**src/rtl/core_pkg.sv**
```systemverilog
// Shared RV32I core definitions: sequencer state encoding and default
// reset vector / fetch timeout values.
package core_pkg;

  typedef enum logic [1:0] {
    FETCH = 2'd0,
    EXEC  = 2'd1,
    FAULT = 2'd2
  } seq_state_t;

  localparam logic [31:0] DEFAULT_RESET_VECTOR = 32'h0000_0000;
  localparam int          DEFAULT_TIMEOUT      = 255;

  // Counter width able to hold the value `limit` itself.
  function automatic int timerWidth(input int limit);
    return (limit < 1) ? 1 : $clog2(limit + 1);
  endfunction

endpackage

```
**src/rtl/pc_sequencer_if.sv**
```systemverilog
// Fetch and datapath bundle between pc_sequencer (master) and the
// instruction memory / datapath (slave). trap_pc exists with PC_MISALIGN_TRAP_EN.
interface pc_sequencer_if #(
  parameter int N     = 32,
  parameter int CNT_W = 32
);

  logic             imem_req;
  logic [N-1:0]     imem_addr;
  logic             imem_ready;
  logic [N-1:0]     imem_rdata;
  logic [N-1:0]     instr;
  logic             instr_valid;
  logic             retire;
  logic             stall;
  logic             PCSrc;
  logic [N-1:0]     pc_target;
  logic [N-1:0]     pc;
  logic [N-1:0]     pc_plus4;
  logic [CNT_W-1:0] instret;
  logic             fault;
`ifdef PC_MISALIGN_TRAP_EN
  logic [N-1:0]     trap_pc;
`endif

  modport master (
`ifdef PC_MISALIGN_TRAP_EN
    output trap_pc,
`endif
    output imem_req, imem_addr, instr, instr_valid, pc, pc_plus4, instret, fault,
    input  imem_ready, imem_rdata, retire, stall, PCSrc, pc_target
  );

  modport slave (
`ifdef PC_MISALIGN_TRAP_EN
    input  trap_pc,
`endif
    input  imem_req, imem_addr, instr, instr_valid, pc, pc_plus4, instret, fault,
    output imem_ready, imem_rdata, retire, stall, PCSrc, pc_target
  );

endinterface

```
**src/rtl/pc_sequencer_wait_timer.sv**
```systemverilog
// wait_timer: saturating cycle counter with clear/enable; expired_o flags the
// enabled cycle on which the count reaches LIMIT.
module wait_timer
  import core_pkg::*;
#(
  parameter int LIMIT = DEFAULT_TIMEOUT
) (
  input  logic clk,
  input  logic reset,
  input  logic clear_i,
  input  logic enable_i,
  output logic expired_o
);

  localparam int           W    = timerWidth(LIMIT);
  localparam logic [W-1:0] LAST = W'(LIMIT - 1);
  localparam logic [W-1:0] MAX  = W'(LIMIT);

  logic [W-1:0] count_q, count_d;

  always_comb begin
    count_d = count_q;
    if (clear_i) begin
      count_d = '0;
    end else if (enable_i && (count_q != MAX)) begin
      count_d = count_q + W'(1);
    end
  end

  always_ff @(posedge clk) begin
    if (reset) begin
      count_q <= '0;
    end else begin
      count_q <= count_d;
    end
  end

  assign expired_o = enable_i && !clear_i && (count_q == LAST);

endmodule

```
**src/rtl/pc_sequencer.sv**
```systemverilog
// Fetch/execute sequencer owning the RV32I program counter.
// Optional macro PC_MISALIGN_TRAP_EN: misaligned taken targets trap to FAULT.
module pc_sequencer
  import core_pkg::*;
#(
  parameter int           N            = 32,
  parameter logic [N-1:0] RESET_VECTOR = N'(DEFAULT_RESET_VECTOR),
  parameter int           CNT_W        = 32,
  parameter int           TIMEOUT      = DEFAULT_TIMEOUT
) (
  input logic            clk,
  input logic            reset,
  pc_sequencer_if.master bus
);

  seq_state_t       state_q, state_d;
  logic [N-1:0]     pc_q, pc_d;
  logic [N-1:0]     instr_q, instr_d;
  logic             instrValid_q, instrValid_d;
  logic [CNT_W-1:0] instret_q, instret_d;
  logic [N-1:0]     pcPlus4, nextPc;
  logic             fetchDone, retireFire, timerExpired, trapHit;

  assign pcPlus4    = pc_q + N'(4);
  assign fetchDone  = (state_q == FETCH) && bus.imem_ready;
  assign retireFire = (state_q == EXEC) && bus.retire && !bus.stall;

  wait_timer #(
    .LIMIT (TIMEOUT)
  ) u_wait_timer (
    .clk       (clk),
    .reset     (reset),
    .clear_i   ((state_q != FETCH) || bus.imem_ready),
    .enable_i  (state_q == FETCH),
    .expired_o (timerExpired)
  );

`ifdef PC_MISALIGN_TRAP_EN
  logic [N-1:0] trapPc_q, trapPc_d;

  assign trapHit = bus.PCSrc && (bus.pc_target[1:0] != 2'b00);
  assign nextPc  = bus.PCSrc ? bus.pc_target : pcPlus4;
`else
  assign trapHit = 1'b0;
  // Without the trap, taken targets are silently word-aligned.
  assign nextPc  = bus.PCSrc ? (bus.pc_target & ~N'(3)) : pcPlus4;
`endif

  always_ff @(posedge clk) begin
    if (reset) begin
      state_q <= FETCH;
    end else begin
      state_q <= state_d;
    end
  end

  always_comb begin
    state_d = state_q;
    unique case (state_q)
      FETCH: begin
        if (bus.imem_ready) begin
          state_d = EXEC;
        end else if (timerExpired) begin
          state_d = FAULT;
        end
      end
      EXEC: begin
        if (retireFire) begin
          state_d = trapHit ? FAULT : FETCH;
        end
      end
      FAULT:   state_d = FAULT;
      default: state_d = FETCH;
    endcase
  end

  always_comb begin
    bus.imem_req = 1'b0;
    bus.fault    = 1'b0;
    unique case (state_q)
      FETCH:   bus.imem_req = 1'b1;
      FAULT:   bus.fault    = 1'b1;
      default: ;
    endcase
  end

  // PCSrc/pc_target matter only in the retiring cycle; a trap freezes pc/instret.
  always_comb begin
    pc_d         = pc_q;
    instr_d      = instr_q;
    instrValid_d = instrValid_q;
    instret_d    = instret_q;
    if (fetchDone) begin
      instr_d      = bus.imem_rdata;
      instrValid_d = 1'b1;
    end
    if (retireFire) begin
      instrValid_d = 1'b0;
      if (!trapHit) begin
        pc_d      = nextPc;
        instret_d = instret_q + CNT_W'(1);
      end
    end
  end

  always_ff @(posedge clk) begin
    if (reset) begin
      pc_q         <= RESET_VECTOR;
      instr_q      <= '0;
      instrValid_q <= 1'b0;
      instret_q    <= '0;
    end else begin
      pc_q         <= pc_d;
      instr_q      <= instr_d;
      instrValid_q <= instrValid_d;
      instret_q    <= instret_d;
    end
  end

`ifdef PC_MISALIGN_TRAP_EN
  always_comb begin
    trapPc_d = trapPc_q;
    if (retireFire && trapHit) begin
      trapPc_d = bus.pc_target;
    end
  end

  always_ff @(posedge clk) begin
    if (reset) begin
      trapPc_q <= '0;
    end else begin
      trapPc_q <= trapPc_d;
    end
  end

  assign bus.trap_pc = trapPc_q;
`endif

  assign bus.imem_addr   = pc_q;
  assign bus.pc          = pc_q;
  assign bus.pc_plus4    = pcPlus4;
  assign bus.instr       = instr_q;
  assign bus.instr_valid = instrValid_q;
  assign bus.instret     = instret_q;

endmodule

```
**src/flat_wrapper.sv**
```systemverilog
// flat-port wrapper written by rule: the top's interface ports become plain ports
module pc_sequencer_flat import core_pkg::*;
#(
  parameter int           N            = 32,
  parameter logic [N-1:0] RESET_VECTOR = N'(DEFAULT_RESET_VECTOR),
  parameter int           CNT_W        = 32,
  parameter int           TIMEOUT      = DEFAULT_TIMEOUT
)
  (clk, reset, bus_imem_req, bus_imem_addr, bus_instr, bus_instr_valid, bus_pc, bus_pc_plus4, bus_instret, bus_fault, bus_imem_ready, bus_imem_rdata, bus_retire, bus_stall, bus_PCSrc, bus_pc_target);
  pc_sequencer_if #(.N(N), .CNT_W(CNT_W)) bus_i ();
  input logic clk;
  input logic reset;
  output wire logic [$bits(bus_i.imem_req)-1:0] bus_imem_req;
  output wire logic [$bits(bus_i.imem_addr)-1:0] bus_imem_addr;
  output wire logic [$bits(bus_i.instr)-1:0] bus_instr;
  output wire logic [$bits(bus_i.instr_valid)-1:0] bus_instr_valid;
  output wire logic [$bits(bus_i.pc)-1:0] bus_pc;
  output wire logic [$bits(bus_i.pc_plus4)-1:0] bus_pc_plus4;
  output wire logic [$bits(bus_i.instret)-1:0] bus_instret;
  output wire logic [$bits(bus_i.fault)-1:0] bus_fault;
  input wire logic [$bits(bus_i.imem_ready)-1:0] bus_imem_ready;
  input wire logic [$bits(bus_i.imem_rdata)-1:0] bus_imem_rdata;
  input wire logic [$bits(bus_i.retire)-1:0] bus_retire;
  input wire logic [$bits(bus_i.stall)-1:0] bus_stall;
  input wire logic [$bits(bus_i.PCSrc)-1:0] bus_PCSrc;
  input wire logic [$bits(bus_i.pc_target)-1:0] bus_pc_target;
  assign bus_imem_req = bus_i.imem_req;
  assign bus_imem_addr = bus_i.imem_addr;
  assign bus_instr = bus_i.instr;
  assign bus_instr_valid = bus_i.instr_valid;
  assign bus_pc = bus_i.pc;
  assign bus_pc_plus4 = bus_i.pc_plus4;
  assign bus_instret = bus_i.instret;
  assign bus_fault = bus_i.fault;
  assign bus_i.imem_ready = bus_imem_ready;
  assign bus_i.imem_rdata = bus_imem_rdata;
  assign bus_i.retire = bus_retire;
  assign bus_i.stall = bus_stall;
  assign bus_i.PCSrc = bus_PCSrc;
  assign bus_i.pc_target = bus_pc_target;
  pc_sequencer #(.N(N), .RESET_VECTOR(RESET_VECTOR), .CNT_W(CNT_W), .TIMEOUT(TIMEOUT)) u_core (.clk(clk), .reset(reset), .bus(bus_i));
endmodule
```
**config.mk**
```make
export PLATFORM = sky130hd
export DESIGN_NAME = pc_sequencer_flat
export DESIGN_NICKNAME = d
export VERILOG_FILES = /design/src/rtl/core_pkg.sv /design/src/rtl/pc_sequencer_if.sv /design/src/rtl/pc_sequencer_wait_timer.sv /design/src/rtl/pc_sequencer.sv /design/src/flat_wrapper.sv
export SDC_FILE = /design/constraint.sdc
export NUM_CORES = 1
export LEC_CHECK = 0
export CAP_MARGIN = 20
export CORE_MARGIN = 2
export CORE_UTILIZATION = 47
export DETAILED_ROUTE_END_ITERATION = 6
export PLACE_DENSITY = 0.85
export SYNTH_ARGS = -nofsm -noshare
export SYNTH_HDL_FRONTEND = slang
export SYNTH_SLANG_ARGS = --single-unit
```
**constraint.sdc**
```tcl
create_clock -name clk -period 5.86 [get_ports clk]
set_input_delay 1.172 -clock clk [delete_from_list [all_inputs] [get_ports clk]]
set_output_delay 1.172 -clock clk [all_outputs]
set_load 0.05 [all_outputs]
```
* Yosys cells after proc, flatten, opt, wreduce, memory -nomap -nowiden *
Index checks and enable logic that the tools add are counted.
W data, S select, Z words.

word-level totals
  output and inout bits = 163
  flip-flop bits (word level) = 107

operators by class
  eq/ne operators = 6
  mux-type cells = 7
  $add $sub $neg = 3
  reductions and logical operators = 14

operator list
  kind                     count
  $add A32 B1 Y32 const B  1
  $add A32 B3 Y32 const B  1
  $mux W32                 1
  $add A8 B1 Y8 const B    1
  $eq A8 B8 Y1 const B     1
  $ne A8 B8 Y1 const B     1
  $logic_and A1 B1 Y1      6
  $mux W2                  3
  $pmux W2 S3              1
  $reduce_or A2 Y1         2
  $ne A3 B2 Y1 const B     1
  $eq A2 B1 Y1 const B     1
  $eq A2 B2 Y1 const B     1
  $logic_not A1 Y1         2
  $logic_not A2 Y1         1
  $mux W1                  2
  $ne A2 B1 Y1 const B     1
  $reduce_and A2 Y1        1
  $reduce_bool A2 Y1       1
  $logic_or A1 B1 Y1       1

* Longest topological paths before layout *
  depth after elaboration = 8
  mapped depth = 8
  depth with buffers taken out = 5

* Modules after synthesis *
A second synthesis with hierarchy kept.

second synthesis, totals
  cells, all modules = 755
  area total of the unflattened synthesis = 5924.4 um^2

by module, submodules not included
  module        sequential area each (um^2)  times used  cells each  area each (um^2)
  pc_sequencer  1941.9                       1           704         5476.5
  wait_timer    160.2                        1           51          447.9

* Worst setup path before layout *
Ideal clock, no wire load.

  kind = reg2out
  start = register u_core.pc_q[5] (netlist: u_core.bus.imem_addr[5])
  end = output bus_pc_plus4[22]
  arrival = 2.787 ns
  required time = 4.688 ns
  path slack = 1.901 ns
  path buffers = 2
  stages on the path, launching flop included = 7
  cell sequence = dfxtp_1 > clkbuf_1 > nand4_1 > clkbuf_1 > nor2_1 > nand3_1 > xnor2_1

on the way
  cells in the longest elaborated chain, start to end = 1

ends and longest elaborated chain
  what                      RTL line             source
  start: declaration        pc_sequencer.sv:17   logic [N-1:0] pc_q, pc_d;
  start signal: assignment  pc_sequencer.sv:113  pc_q <= pc_d;
  $add A32 B3 Y32           pc_sequencer.sv:24   assign pcPlus4 = pc_q + N'(4);
  end: declaration          flat_wrapper.sv:18   output wire logic [$bits(bus_i.pc_plus4)-1:0] bus_pc_plus4;

No other way between the ends.

* Worst setup path after layout *
  start = register u_core.pc_q[17] (netlist: u_core.bus.imem_addr[17])
  end = output bus_pc_plus4[28]

The elaborated chain is that of the path after synthesis.

==> metrics.cfg <==
[global_routing]
antenna_found_initial=0
grt_max_degree=93
gr-usage-met2_pct=38.43
use_met1_pct=32.63
first_global_vias=5287
grt-ovfl-total=0
grt_usage_pct=24.06
use_met3_pct=4.902
busiest_layer=met2
grt_pass1_wl_mm=26.22

[drt]
ant_nets=0
viasPerCell=5.716
dr.pass1.iters=5
route.vias.total=6013
drc=0
drt-initial-drc-count=536
routed_wl_mm=16.43
wire_per_inst_um=15.62

[power_and_ir_drop]
power.leakage_nw=2.657
power.internal_mw=1.166
seq_power_share_pct=45.0
power.net_switching_uw=514.2
swShare_pct=30.61
vdd.ir_drop.worst_mv=0.1618
power_per_cell_area_nw_per_um2=208.2
p_clk_share_pct=35.7
p_comb_share_pct=19.3

[worst_setup_path]
worstPathMaxFanout=13
critical_path_class=reg2out
start_kind=flip-flop
arrival_ns=3.51
crit_required_ns=4.69
end_kind=primary output

[logic_synthesis]
postSynthAreaPerCell_um2=7.733
synthArstFlopShare_pct=0
synth.yosys.seq_area_share_pct=36.34
netlist_area_um2=5784
yosysWarnings=0
synth_edf_count=0
synth.ff_latch_count=105
synthTopCellsByArea=dfxtp_1, nand2_1, a21oi_1, buf_4, clkbuf_1
synth_area_leader_cell=dfxtp_1
syn_inst=748
synth_cell_type_count=59
synth_top_cell_area_share_pct=36.34
synth_ff_type=dfxtp_1

[clock_tree]
tritoncts=built
cts_max_level=3
ctsResizeCount=0
clk_pin_slew_ns=0.07
cts_buffers=9
postCtsHoldBufs=0
clock-root-buffer=clkbuf_16
clock_sinks=105
post-cts-setup-buffer-count=0
clk-insertion-delay-late_ns=0.34
cts.path.max_buffers=2

[sta]
slew-limit-headroom_pct=26.32
final_hold_viol_count=0
finalCritPeriodShare_pct=79.86
fin_setup_tns_ns=0
skew_ns=0.01060
drv_slew=0
period_needed_ns=4.680
worstMarginPinSlew_ns=1.097
setup_viol=0
rsz0062_at_grt=false
clock.fmax_ghz=0.2137

[layout]
nFillCells=1032
drive_above_1_share_pct=3.867
area_delta_synth_final_pct=39.48
antenna_cells=0
final_cell_mix=clkdlybuf4s50_1, dfxtp_1, nand2_1, a21oi_1, nor2_1
final_nets=974
layout_commonest_cell=clkdlybuf4s50_1
final_cells=1052

[floorplan]
die_x_um=114.9
num_io_pins=233
chipHeight_um=114.9
die_area_um2=13210
start_util_pct=48.16
rows=40
fp.coreArea_um2=12010

[placement]
gp_congestion=0.8283
place_inst=1036
dp_hpwl_mm=11.35
io_buffers=224

[worst_hold_path]
holdCritPathClass=reg2reg

[flow_run]
max_cap_violations=0

[outcome]
outcome=finished clean

-- cell families after synthesis --
logic type | count (synthesis) | synth area share (%)
buffers and inverters | 113 | 10.08
flip-flops | 105 | 36.34
adder cells (fa/ha/maj) | 4 | 0.8653
AO/OA/AOI/OAI | 168 | 18.78
AND/OR/NAND/NOR | 313 | 27.13
XOR/XNOR | 41 | 6.208
multiplexers | 3 | 0.5408
other | 1 | 0.06483
-- power groups by stage --
stage          clock (mW)  sequential, mW  combinational (mW)
3_5_place_dp            0           0.773               0.324
2_1_floorplan           0           0.833               0.148
5_1_grt             0.641           0.760               0.343
6_report            0.600           0.756               0.324
3_3_place_gp            0           0.772               0.322
4_1_cts             0.615           0.756               0.325
-- layout make-up --
class                      instances  area (um^2)  share of cell area, %
timing repair buffer             230         2277                  28.23
inverter                          19        71.32                 0.8840
multi-input combinational        535         3138                  38.90
sequential                       105         2102                  26.05
tap                              147        183.9                  2.280
clock inverter                     6        56.30                 0.6979
clock buffer                      10        239.0                  2.962
-- flip-flops by register name, indices dropped and copies added, names as in the netlist --
name                         cells
u_core.bus.instr                32
u_core.bus.instret              32
u_core.bus.imem_addr            30
u_core.u_wait_timer.count_q      8
u_core.state_q                   2
u_core.bus.instr_valid           1
-- per-stage QoR --
| stage | utilization, % | power [mW] | instance area, um^2 | worst slack [ns] | hold WS (ns) |
|---|---|---|---|---|---|
| 4_1_cts | 67.17 | 1.696 | 8068 | 1.243 | 0.4558 |
| 5_1_grt | 67.17 | 1.744 | 8068 | 0.9601 | 0.4736 |
| 2_1_floorplan | - | 0.9817 | 5803 | 1.901 | 0.4940 |
| 3_5_place_dp | 64.71 | 1.097 | 7772 | 1.623 | 0.4455 |
| 6_report | 67.17 | 1.680 | 8068 | 1.180 | 0.4544 |
| 3_3_place_gp | 64.71 | 1.094 | 7772 | 1.645 | 0.4411 |
-- synthesized netlist by cell type (all sizes together), types with 2 or more instances --
cell / instances
a211oi: 6
a31oi: 18
nand2b: 5
and4: 6
dfxtp: 105
a22o: 3
inv: 18
a21oi: 63
or2: 3
xor2: 19
and3: 9
o211ai: 3
nor4: 6
a211o: 2
mux2i: 2
nand3: 38
clkbuf: 53
a32o: 4
nor4bb: 2
o31a: 2
nand4: 22
ha: 4
o22ai: 2
and2: 5
o31ai: 16
or3: 11
o21a: 2
nor2: 51
o41ai: 2
a311o: 8
nand2: 103
o21ai: 22
nor3: 29
a21bo: 2
o311ai: 4
xnor2: 22
buf: 41
or4: 17
nor2b: 2
o2111ai: 2
-- metal layers --
metal / vias up / part of all wire, %
met5: - / 0
met4: 0 / 2.3
met3: 27 / 7.6
met2: 238 / 47
met1: 2806 / 43
li1: 2942 / -
-- final timing paths --
kind                                                       startpoint                                   to  slack, ns  depth (start not counted)
worst max register to register         u_core.state_q[0]$_SDFFE_PP0P_  u_core.bus.instret[31]$_SDFFE_PP0P_       2.97                          4
worst min register to register      u_core.bus.instr[20]$_SDFFE_PP0P_    u_core.bus.instr[20]$_SDFFE_PP0P_       0.45                          2
worst max-delay path            u_core.bus.imem_addr[17]$_SDFFE_PP0P_                     bus_pc_plus4[28]       1.18                          5
worst min-delay path                u_core.bus.instr[20]$_SDFFE_PP0P_    u_core.bus.instr[20]$_SDFFE_PP0P_       0.45                          2
-- critical path: stages, from the launching register on --
cell and delay [ns]:
dfxtp_1 0.61, nand4_1 0.38, nor3_1 0.98, nand3_1 0.20, xnor2_1 0.18, clkdlybuf4s50_1 0.82
(Power assumes the default switching activity.)
